$ cat src/rtl/p_ssync_vec_filt.sv
// WIDTH-bit, DEPTH-stage synchronizer with per-bit reset value and rise/fall/any-change pulses.
// Define SSYNC_VEC_STABLE_FILTER_EN to add the whole-vector stability filter in front of q.
module p_ssync_vec_filt #(
  parameter int               WIDTH    = 1,
  parameter int               DEPTH    = 3,
  parameter logic [WIDTH-1:0] INIT     = {WIDTH{1'b1}},
  parameter int               FILT_CNT = 4,
  parameter int               CNT_W    = 3
) (
  input  logic             clk,
  input  logic             reset_,
  input  logic [WIDTH-1:0] d,
  input  logic             en,
  output logic [WIDTH-1:0] q,
  output logic [WIDTH-1:0] rise,
  output logic [WIDTH-1:0] fall,
  output logic             chg,
  output logic             stable
);

  if (DEPTH < 2 || DEPTH > 8) begin : g_bad_depth
    $error("p_ssync_vec_filt: DEPTH must be in 2..8");
  end
  if (FILT_CNT < 1 || FILT_CNT > (1 << CNT_W) - 1) begin : g_bad_filt
    $error("p_ssync_vec_filt: FILT_CNT must be in 1..2^CNT_W-1");
  end

  logic [WIDTH-1:0] s_q [DEPTH];
  logic [WIDTH-1:0] s_d [DEPTH];
  logic [WIDTH-1:0] rise_q, rise_d;
  logic [WIDTH-1:0] fall_q, fall_d;
  logic [WIDTH-1:0] sv;

  assign sv = s_q[DEPTH-1];

  always_comb begin
    for (int k = 0; k < DEPTH; k++) begin
      s_d[k] = s_q[k];
    end
    if (en) begin
      s_d[0] = d;
      for (int k = 1; k < DEPTH; k++) begin
        s_d[k] = s_q[k-1];
      end
    end
  end

  always_ff @(posedge clk) begin
    if (!reset_) begin
      for (int k = 0; k < DEPTH; k++) begin
        s_q[k] <= INIT;
      end
      rise_q <= '0;
      fall_q <= '0;
    end else begin
      for (int k = 0; k < DEPTH; k++) begin
        s_q[k] <= s_d[k];
      end
      rise_q <= rise_d;
      fall_q <= fall_d;
    end
  end

`ifdef SSYNC_VEC_STABLE_FILTER_EN
  typedef enum logic {IDLE, QUAL} state_t;

  state_t           state_q, state_d;
  logic [WIDTH-1:0] cand_q, cand_d;
  logic [CNT_W-1:0] cnt_q, cnt_d;
  logic [WIDTH-1:0] q_q, q_d;

  // A candidate only commits after it has been seen unchanged FILT_CNT+1 enabled edges in a row.
  always_comb begin
    state_d = state_q;
    cand_d  = cand_q;
    cnt_d   = cnt_q;
    q_d     = q_q;
    rise_d  = '0;
    fall_d  = '0;
    if (en) begin
      case (state_q)
        IDLE: begin
          if (sv != q_q) begin
            cand_d  = sv;
            cnt_d   = CNT_W'(1);
            state_d = QUAL;
          end
        end
        QUAL: begin
          if (sv == cand_q) begin
            if (cnt_q == CNT_W'(FILT_CNT)) begin
              q_d     = cand_q;
              rise_d  = cand_q & ~q_q;
              fall_d  = ~cand_q & q_q;
              cnt_d   = '0;
              state_d = IDLE;
            end else begin
              cnt_d = cnt_q + CNT_W'(1);
            end
          end else if (sv == q_q) begin
            cnt_d   = '0;
            state_d = IDLE;
          end else begin
            cand_d = sv;
            cnt_d  = CNT_W'(1);
          end
        end
        default: state_d = IDLE;
      endcase
    end
  end

  always_ff @(posedge clk) begin
    if (!reset_) begin
      state_q <= IDLE;
      cand_q  <= INIT;
      cnt_q   <= '0;
      q_q     <= INIT;
    end else begin
      state_q <= state_d;
      cand_q  <= cand_d;
      cnt_q   <= cnt_d;
      q_q     <= q_d;
    end
  end

  assign q      = q_q;
  assign stable = (state_q == IDLE);
`else
  // Edge detect across the last two stages so the pulse lines up with the new q.
  always_comb begin
    rise_d = '0;
    fall_d = '0;
    if (en) begin
      rise_d = s_q[DEPTH-2] & ~s_q[DEPTH-1];
      fall_d = ~s_q[DEPTH-2] & s_q[DEPTH-1];
    end
  end

  assign q      = sv;
  assign stable = 1'b1;
`endif

  assign rise = rise_q;
  assign fall = fall_q;
  assign chg  = |(rise_q | fall_q);

endmodule

$ cat config.mk
export PLATFORM = sky130hd
export DESIGN_NAME = p_ssync_vec_filt
export DESIGN_NICKNAME = d
export VERILOG_FILES = /design/src/rtl/p_ssync_vec_filt.sv
export SDC_FILE = /design/constraint.sdc
export NUM_CORES = 1
export LEC_CHECK = 0
export CORE_AREA = 2 2 39 41
export CTS_BUF_LIST = sky130_fd_sc_hd__clkbuf_16
export DETAILED_ROUTE_END_ITERATION = 7
export DIE_AREA = 0 0 41 43
export PLACE_DENSITY_LB_ADDON = 0.1
export SYNTH_ARGS = -nofsm -noshare
export SYNTH_HDL_FRONTEND = slang
export SYNTH_SLANG_ARGS = --single-unit
export TNS_END_PERCENT = 1
$ cat constraint.sdc
create_clock -name clk -period 0.9 [get_ports clk]
set_input_delay 0.09 -clock clk [delete_from_list [all_inputs] [get_ports clk]]
set_output_delay 0.09 -clock clk [all_outputs]
set_load 0.005 [all_outputs]
**Yosys cells after proc, flatten, opt, wreduce, memory -nomap -nowiden**

Memories as Yosys holds them, arrays and structs flattened.
Index checks and enable logic that the tools add are counted.

- RAM bits: 3
- Logic and storage cells: 18
- Input port bits: 4
- Flip-flop bits (word level): 2
- Memories: 1
- Output and inout bits: 5

- Bitwise logic cells: 8
- Multiplexer cells: 6
- Reduce and logical (&&, ||, !) cells: 1

Memories:

| memory | words | width | rd ports | clocked after memory_dff | wr ports | line | RTL |
|---|---|---|---|---|---|---|---|
| s_q | 3 | 1 | 3 | 0 | 3 | 28 | `logic [WIDTH-1:0] s_q [DEPTH];` |

Operators by type and width:

| kind | count |
|---|---|
| 1-bit two-way mux | 5 |
| 1-bit OR | 4 |
| 3-bit two-way mux | 1 |
| 1-bit AND | 2 |
| 1-bit inverter | 2 |
| 2-bit AND reduction | 1 |

**Longest topological paths before layout**

Gate-level depths: netlist (run 1).
An unclocked memory read counts as a cell.

- Depth in word-level cells: 3
- Depth in mapped cells: 2
- Gate-level depth less buffers: 2

**Worst setup path before layout (run 1)**

No wires, ideal clock.

- Path kind: register to output
- Start point: register fall_q, in the netlist fall
- End point: output port chg
- Required time: 0.810 ns
- Arrival time: 0.588 ns
- Cell stages (with the launch flop): 2
- Path slack: 0.222 ns
- Path buffers: 0
- Cell sequence: dfxtp_1 or2_2

- Word-level cells in the longest chain between the ends: 1

RTL lines:

| what | line | RTL |
|---|---|---|
| start, declared | 31 | `logic [WIDTH-1:0] fall_q, fall_d;` |
| start signal, assigned | 60 | `fall_q <= fall_d;` |
| 1-bit OR | 146 | `assign chg = \|(rise_q \| fall_q);` |
| end, declared | 17 | `output logic chg,` |

No other way between the ends.

**Worst setup path in the final report (run 1)**

- Start point: register rise_q, in the netlist rise
- End point: output port chg

- Word-level cells in the longest chain between the ends: 1

RTL lines:

| what | line | RTL |
|---|---|---|
| start, declared | 30 | `logic [WIDTH-1:0] rise_q, rise_d;` |
| start signal, assigned | 59 | `rise_q <= rise_d;` |
| 1-bit OR | 146 |  |

No other way between the ends.

==> results of run 1 <==
[path summary, 6_finish.rpt]
path | depth (start not counted) | end | from | slack [ps]
setup / recovery | 2 | chg | rise | -60
hold / removal | 3 | s_q[0][0] | d | 470
setup reg to reg | 3 | s_q[0][2] | s_q[0][2] | 170
hold reg to reg | 1 | fall | s_q[0][1] | 470
[layout by cell type (no fill, tap or decap), drive strengths merged]
cell type	instances
mux2i	3
buf	3
clkbuf	3
conb	1
dlygate4sd2	2
inv	1
nand2	4
clkdlybuf4s50	3
nor3b	2
clkdlybuf4s15	1
dfxtp	5
or2	1
[metal layers]
| layer | vias up | share of wire, % |
|---|---|---|
| li1 | 76 | - |
| met1 | 63 | 41 |
| met2 | 8 | 44 |
| met3 | 0 | 15 |
| met4 | 0 | 0 |
| met5 | - | 0 |
[power by group]
group,switching [mW],total [mW],internal (mW)
Combinational,0.0154,0.0426,0.0271
Clock,0.133,0.707,0.574
Sequential,0.00381,0.233,0.229
Total,0.152,0.982,0.830
[Yosys cell counts, drive strengths merged]
cell / count
buf: 1
conb: 1
dfxtp: 5
mux2i: 3
nand2: 4
nor3b: 2
or2: 1
[cell families after synthesis]
kind of cell	share of synthesized area, %
flip-flops	52.6
buffers and inverters	3.95
other	1.97
multiplexers	15.8
AND/OR/NAND/NOR	25.7
[sequential cells by signal (all words and copies together), names as in the netlist]
name	flops
s_q	3
fall	1
rise	1
[metrics by stage]
stage                     power, mW  worst slack (ps)
after floorplan               0.253               222
after global placement        0.279              -195
after detailed placement      0.279              -202
after CTS                     0.993              -196
after global routing           1.03             -84.5
final                         0.982             -61.2
[worst register-to-register path, cell delays in order, from the launching register on]
cell     delay (ps)
dfxtp_1         300
buf_4           140
mux2i_1         110
nand2_1          60
[final cells by class]
cell class	instances	area share, %
clock buffers	3	20.3
clock inverters	1	1.02
flip-flops and latches	5	27.5
multi-input cells	11	23.1
repair buffers	9	22.7
well taps	16	5.42
[what timing repair did]
action | CTS | global route
setup endpoints to repair | 4 | 2
hold endpoints to repair | 0 | 0
pin swaps | 0 | 1
gates resized for setup | 5 | 6
buffers inserted | 0 | 0
==> results.md, run 1 <==
* Syn Area/Cell at 11.2 um2
* Max-slew violations at 0
* Initial antenna violation count at 0
* Clock Tree Buf Depth at 2
* Worst setup EP type: output port
* Clock Sinks at 5
* Met2 GRT Util at 6.56%
* Max incr delay on CP at ~300 ps
* DRC viols at 0
* DIE AREA at 1760 um2
* Setup TNS at -61.2 ps
* Starting density of the core at between 10% and 20%
* Syn Inst Count at 17
* H-tree level count at 1
* Overall die width at 41 um
* Sequential cell area at 101 um2
* Diode count at 0
* Vert. Die Dim at 43 um
* Pwr Density at 2660 nW/um2
* Post-route clock period utilization at 107%
* Worst EP required at roughly 810 ps
* Clock skew at 0.405 ps
* Area of the multi-input gates at ~85 um2
* Ranking of synthesized cells by area: dfxtp_1 53%, mux2i_1 16%, nor3b_2 13%
* Non-filler cells, final at between 40 and 50
* DR vias at 147
* Post-DP HPWL at 280 um
* GR met1 Demand/Resource at around 6.5%
* # fillers at 145
* Worst-path cell chain: or2_4 > buf_6
* Min setup slack post-route at -61.2 ps
* GRT Util Overall at between 5 and 6%
* Syn_nets at 21
* CP Data Arrival Time at around 870 ps
* CTS tree: done
* Worst Path Max Fanout at 2
* CTS hold repair buffers at 0
* CTS Root Cell: clkbuf_16
* Synth unique cells at 8
* Synth Cell Area at between 150 and 200 um2
* Fmax at 1.04 GHz
* Syn-to-layout area delta at 94.1%
* IO Pins at 9
* YS warnings at 0
* Fin Hold WS at about 470 ps
* Worst path top cell family by delay: flip-flops
* Port bufs at 7
* Nets at 34
* Leak at 0.169 nW
* Final wirelength at 348 um
* Setup CP Type: reg -> out
* Final Hold Fails at 0
* Peak supply drop at between 0.0009 and 0.001 V
* Routability cong. at 0.621
* Slowest-stage cell, CP: dfxtp_1
* Initial DRC count at 0
* Site Rows at 14
* Clk slew on worst S/H paths at 30 ps
* CP Launch Type: register
* Final core occ at 26.7%
* Number of routed nets with antenna violations at 0
* Core region area at 1380 um2
* Placed cells at 41
* Minimum clock period at 961 ps
* Vias per std cell at ~3.3
* Max Cap Viol at 0
* Clk_lat worst skew at around 220 ps
* Met3 Use GR at 6.28%
* Synth Register Bits at 5
* RSZ-0062 raised after global routing: yes
* First-pass GRT wire length at ~620 um
* TritonCTS buffer count at 3
* Final Instance Area at 369 um2
* Congestion Overflow GR at 0
* Dpl cell area at roughly 290 um2
* Register area share after synthesis at 52.6%
* Vias in the first global route at roughly 160
* Final setup viols at 1
* First-pass iteration count of the detailed router at 1
* Largest net degree at the start of global routing at 5
* Gr busiest metal: met2
* Min-Delay Path Class: in -> reg
* WL per Instance at a little under 8 um
* Worst path buffer plus inverter count at 1
* Synth area leader: dfxtp_1
* Violated checks: negative setup slack
* Fraction of layout cells with a size suffix above 1 at 37.9%
* Share of the synthesized area in the top cell type at 52.6%
* Status: finished, violations left
(Power assumes the default switching activity.)
==> inputs of run 2 (changes only) <==
SETUP_SLACK_MARGIN = 0.05   (was unset)
==> results.md, run 2 (synthesis results as in run 1) <==
* Leak at 0.172 nW
* Violated checks: negative setup slack
* Postcts setup bufs at 0
* Number of routed nets with antenna violations at 0
* Worst Path Max Fanout at 2
* CTS Root Cell: clkbuf_16
* Min setup slack post-route at -61.2 ps
* H-tree level count at 1
* CP Data Arrival Time at 870 ps
* Vert. Die Dim at 43 um
* Peak supply drop at 0.000996 V
* Fraction of layout cells with a size suffix above 1 at 44.8%
* Pwr Density at 2660 nW/um2
* HP Start: en
* GRT Util Overall at 5.93%
* Clk slew on worst S/H paths at 30 ps
* WL per Instance at 7.82 um
* Clock Tree Buf Depth at 2
* First-pass iteration count of the detailed router at 1
* R2r worst-path depth at 3
* Worst slack, placed at -202 ps
* Vias per std cell at 3.27
* CP Launch Type: register
* Starting density of the core at 13.7%
* Largest Register: s_q
* Core region area at ~1400 um2
* Congestion Overflow GR at 0
* Top layer in use: met3
* CTS tree: done
* DRT met1 WL at 147 um
* Clk_lat worst skew at 220 ps
* Pwr Total at around 980 uW
* Minimum clock period at between 900 and 1000 ps
* Initial antenna violation count at 0
* Fmax at 1.04 GHz
* DR vias at 147
* First-pass GRT wire length at 621 um
* Post-DP HPWL at ~280 um
* Overall die width at roughly 41 um
* Syn-to-layout area delta at 94.1%
* Final Hold Fails at 0
* Final setup viols at 1
* Critical path startpoint: rise
* Worst EP required at just over 800 ps
* Final wirelength at 352 um
* Nets at 34
* Routability cong. at between 0.6 and 0.7
* Site Rows at 14
* Final core occ at 26.7%
* Diode count at 0
* Worst hold path depth at 3
* Flip-flop count of the largest register after layout at 3
* Port bufs at 7
* Commonest non-fill, non-tap cells in the layout: 3 x mux2i_1, 3 x nand2_1, 3 x clkbuf_16, 3 x dfxtp_1
* Routed wl met2 at 151 um
* Initial DRC count at 0
* Max Cap Viol at 0
* Status: finished, violations left
* Setup CP Type: reg -> out
* Max-slew violations at 0
* Largest net degree at the start of global routing at 5
* Worst setup EP type: output port
* IO Pins at 9
* RR Startpoint: s_q[0][2]
* RSZ-0062 raised after global routing: yes
* Met3 wire len at 52 um
* Reg-to-reg setup timing slack at 170 ps
* TritonCTS buffer count at 3
* CTS hold repair buffers at 0
* Min-Delay Path Class: in -> reg
* Post-route clock period utilization at 107%
* DIE AREA at ~1800 um2
* DRC viols at 0
* Clock Sinks at 5
* Vias in the first global route at 156
* Clock skew at 0.405 ps
[run 2: cell count changes in the layout (fill, tap and decap cells not counted)]
cell             previous run  this run
buf_2                       0         1
clkdlybuf4s50_1             3         2
dfxtp_1                     4         3
dfxtp_2                     1         2
dlygate4sd2_1               2         1
dlymetal6s2s_1              0         1
[run 2: layer usage]
| layer | vias to the layer above | GRT usage [%] |
|---|---|---|
| li1 | 76 | - |
| met1 | 63 | 6.45 |
| met2 | 8 | 6.56 |
| met3 | 0 | 6.28 |
| met4 | 0 | 4.00 |
| met5 | - | 0 |
[run 2: what timing repair did]
item	CTS	global route
endpoints found under the hold margin	0	0
setup endpoints to repair	4	7
gates resized for setup	14	2
pin swaps	1	0
[run 2: worst max-delay path, stage by stage (launching register included)]
cell     delay (ps)
dfxtp_1         300
or2_4           240
buf_6           110
[run 2: report_power, final]
part | total [mW] | leakage (nW) | internal, mW | switching, mW
registers | 0.233 | 0.0407 | 0.229 | 0.00380
logic | 0.0419 | 0.0890 | 0.0264 | 0.0156
clock network | 0.707 | 0.0423 | 0.574 | 0.133
[run 2: final timing paths]
kind | end
worst min-delay path | fall
worst min register to register | fall
worst max-delay path | chg
worst max register to register | s_q[0][2]
[run 2: layout make-up]
cell class / instances / area [um2]
clock buffer: 3 / 75.1
clock inverter: 1 / 3.75
fill: 144 / 1010
multi-input combinational: 11 / 85.1
sequential: 5 / 103
tap: 16 / 20.0
timing repair buffer: 9 / 82.6
[run 2: through the flow]
stage	instance area, um2	setup TNS (ps)	std cells	hold WS (ps)
after floorplan	190	0	17	152
after global placement	288	-966	41	460
after detailed placement	288	-931	41	469
after CTS	373	-64.1	45	468
after global routing	369	-84.5	45	275
final	369	-61.2	45	244
==> inputs of run 3 (changes only) <==
SLEW_MARGIN = 10   (was unset)
==> results of run 3 <==
No change in the layout: final DEF, timing and power equal those of run 2.
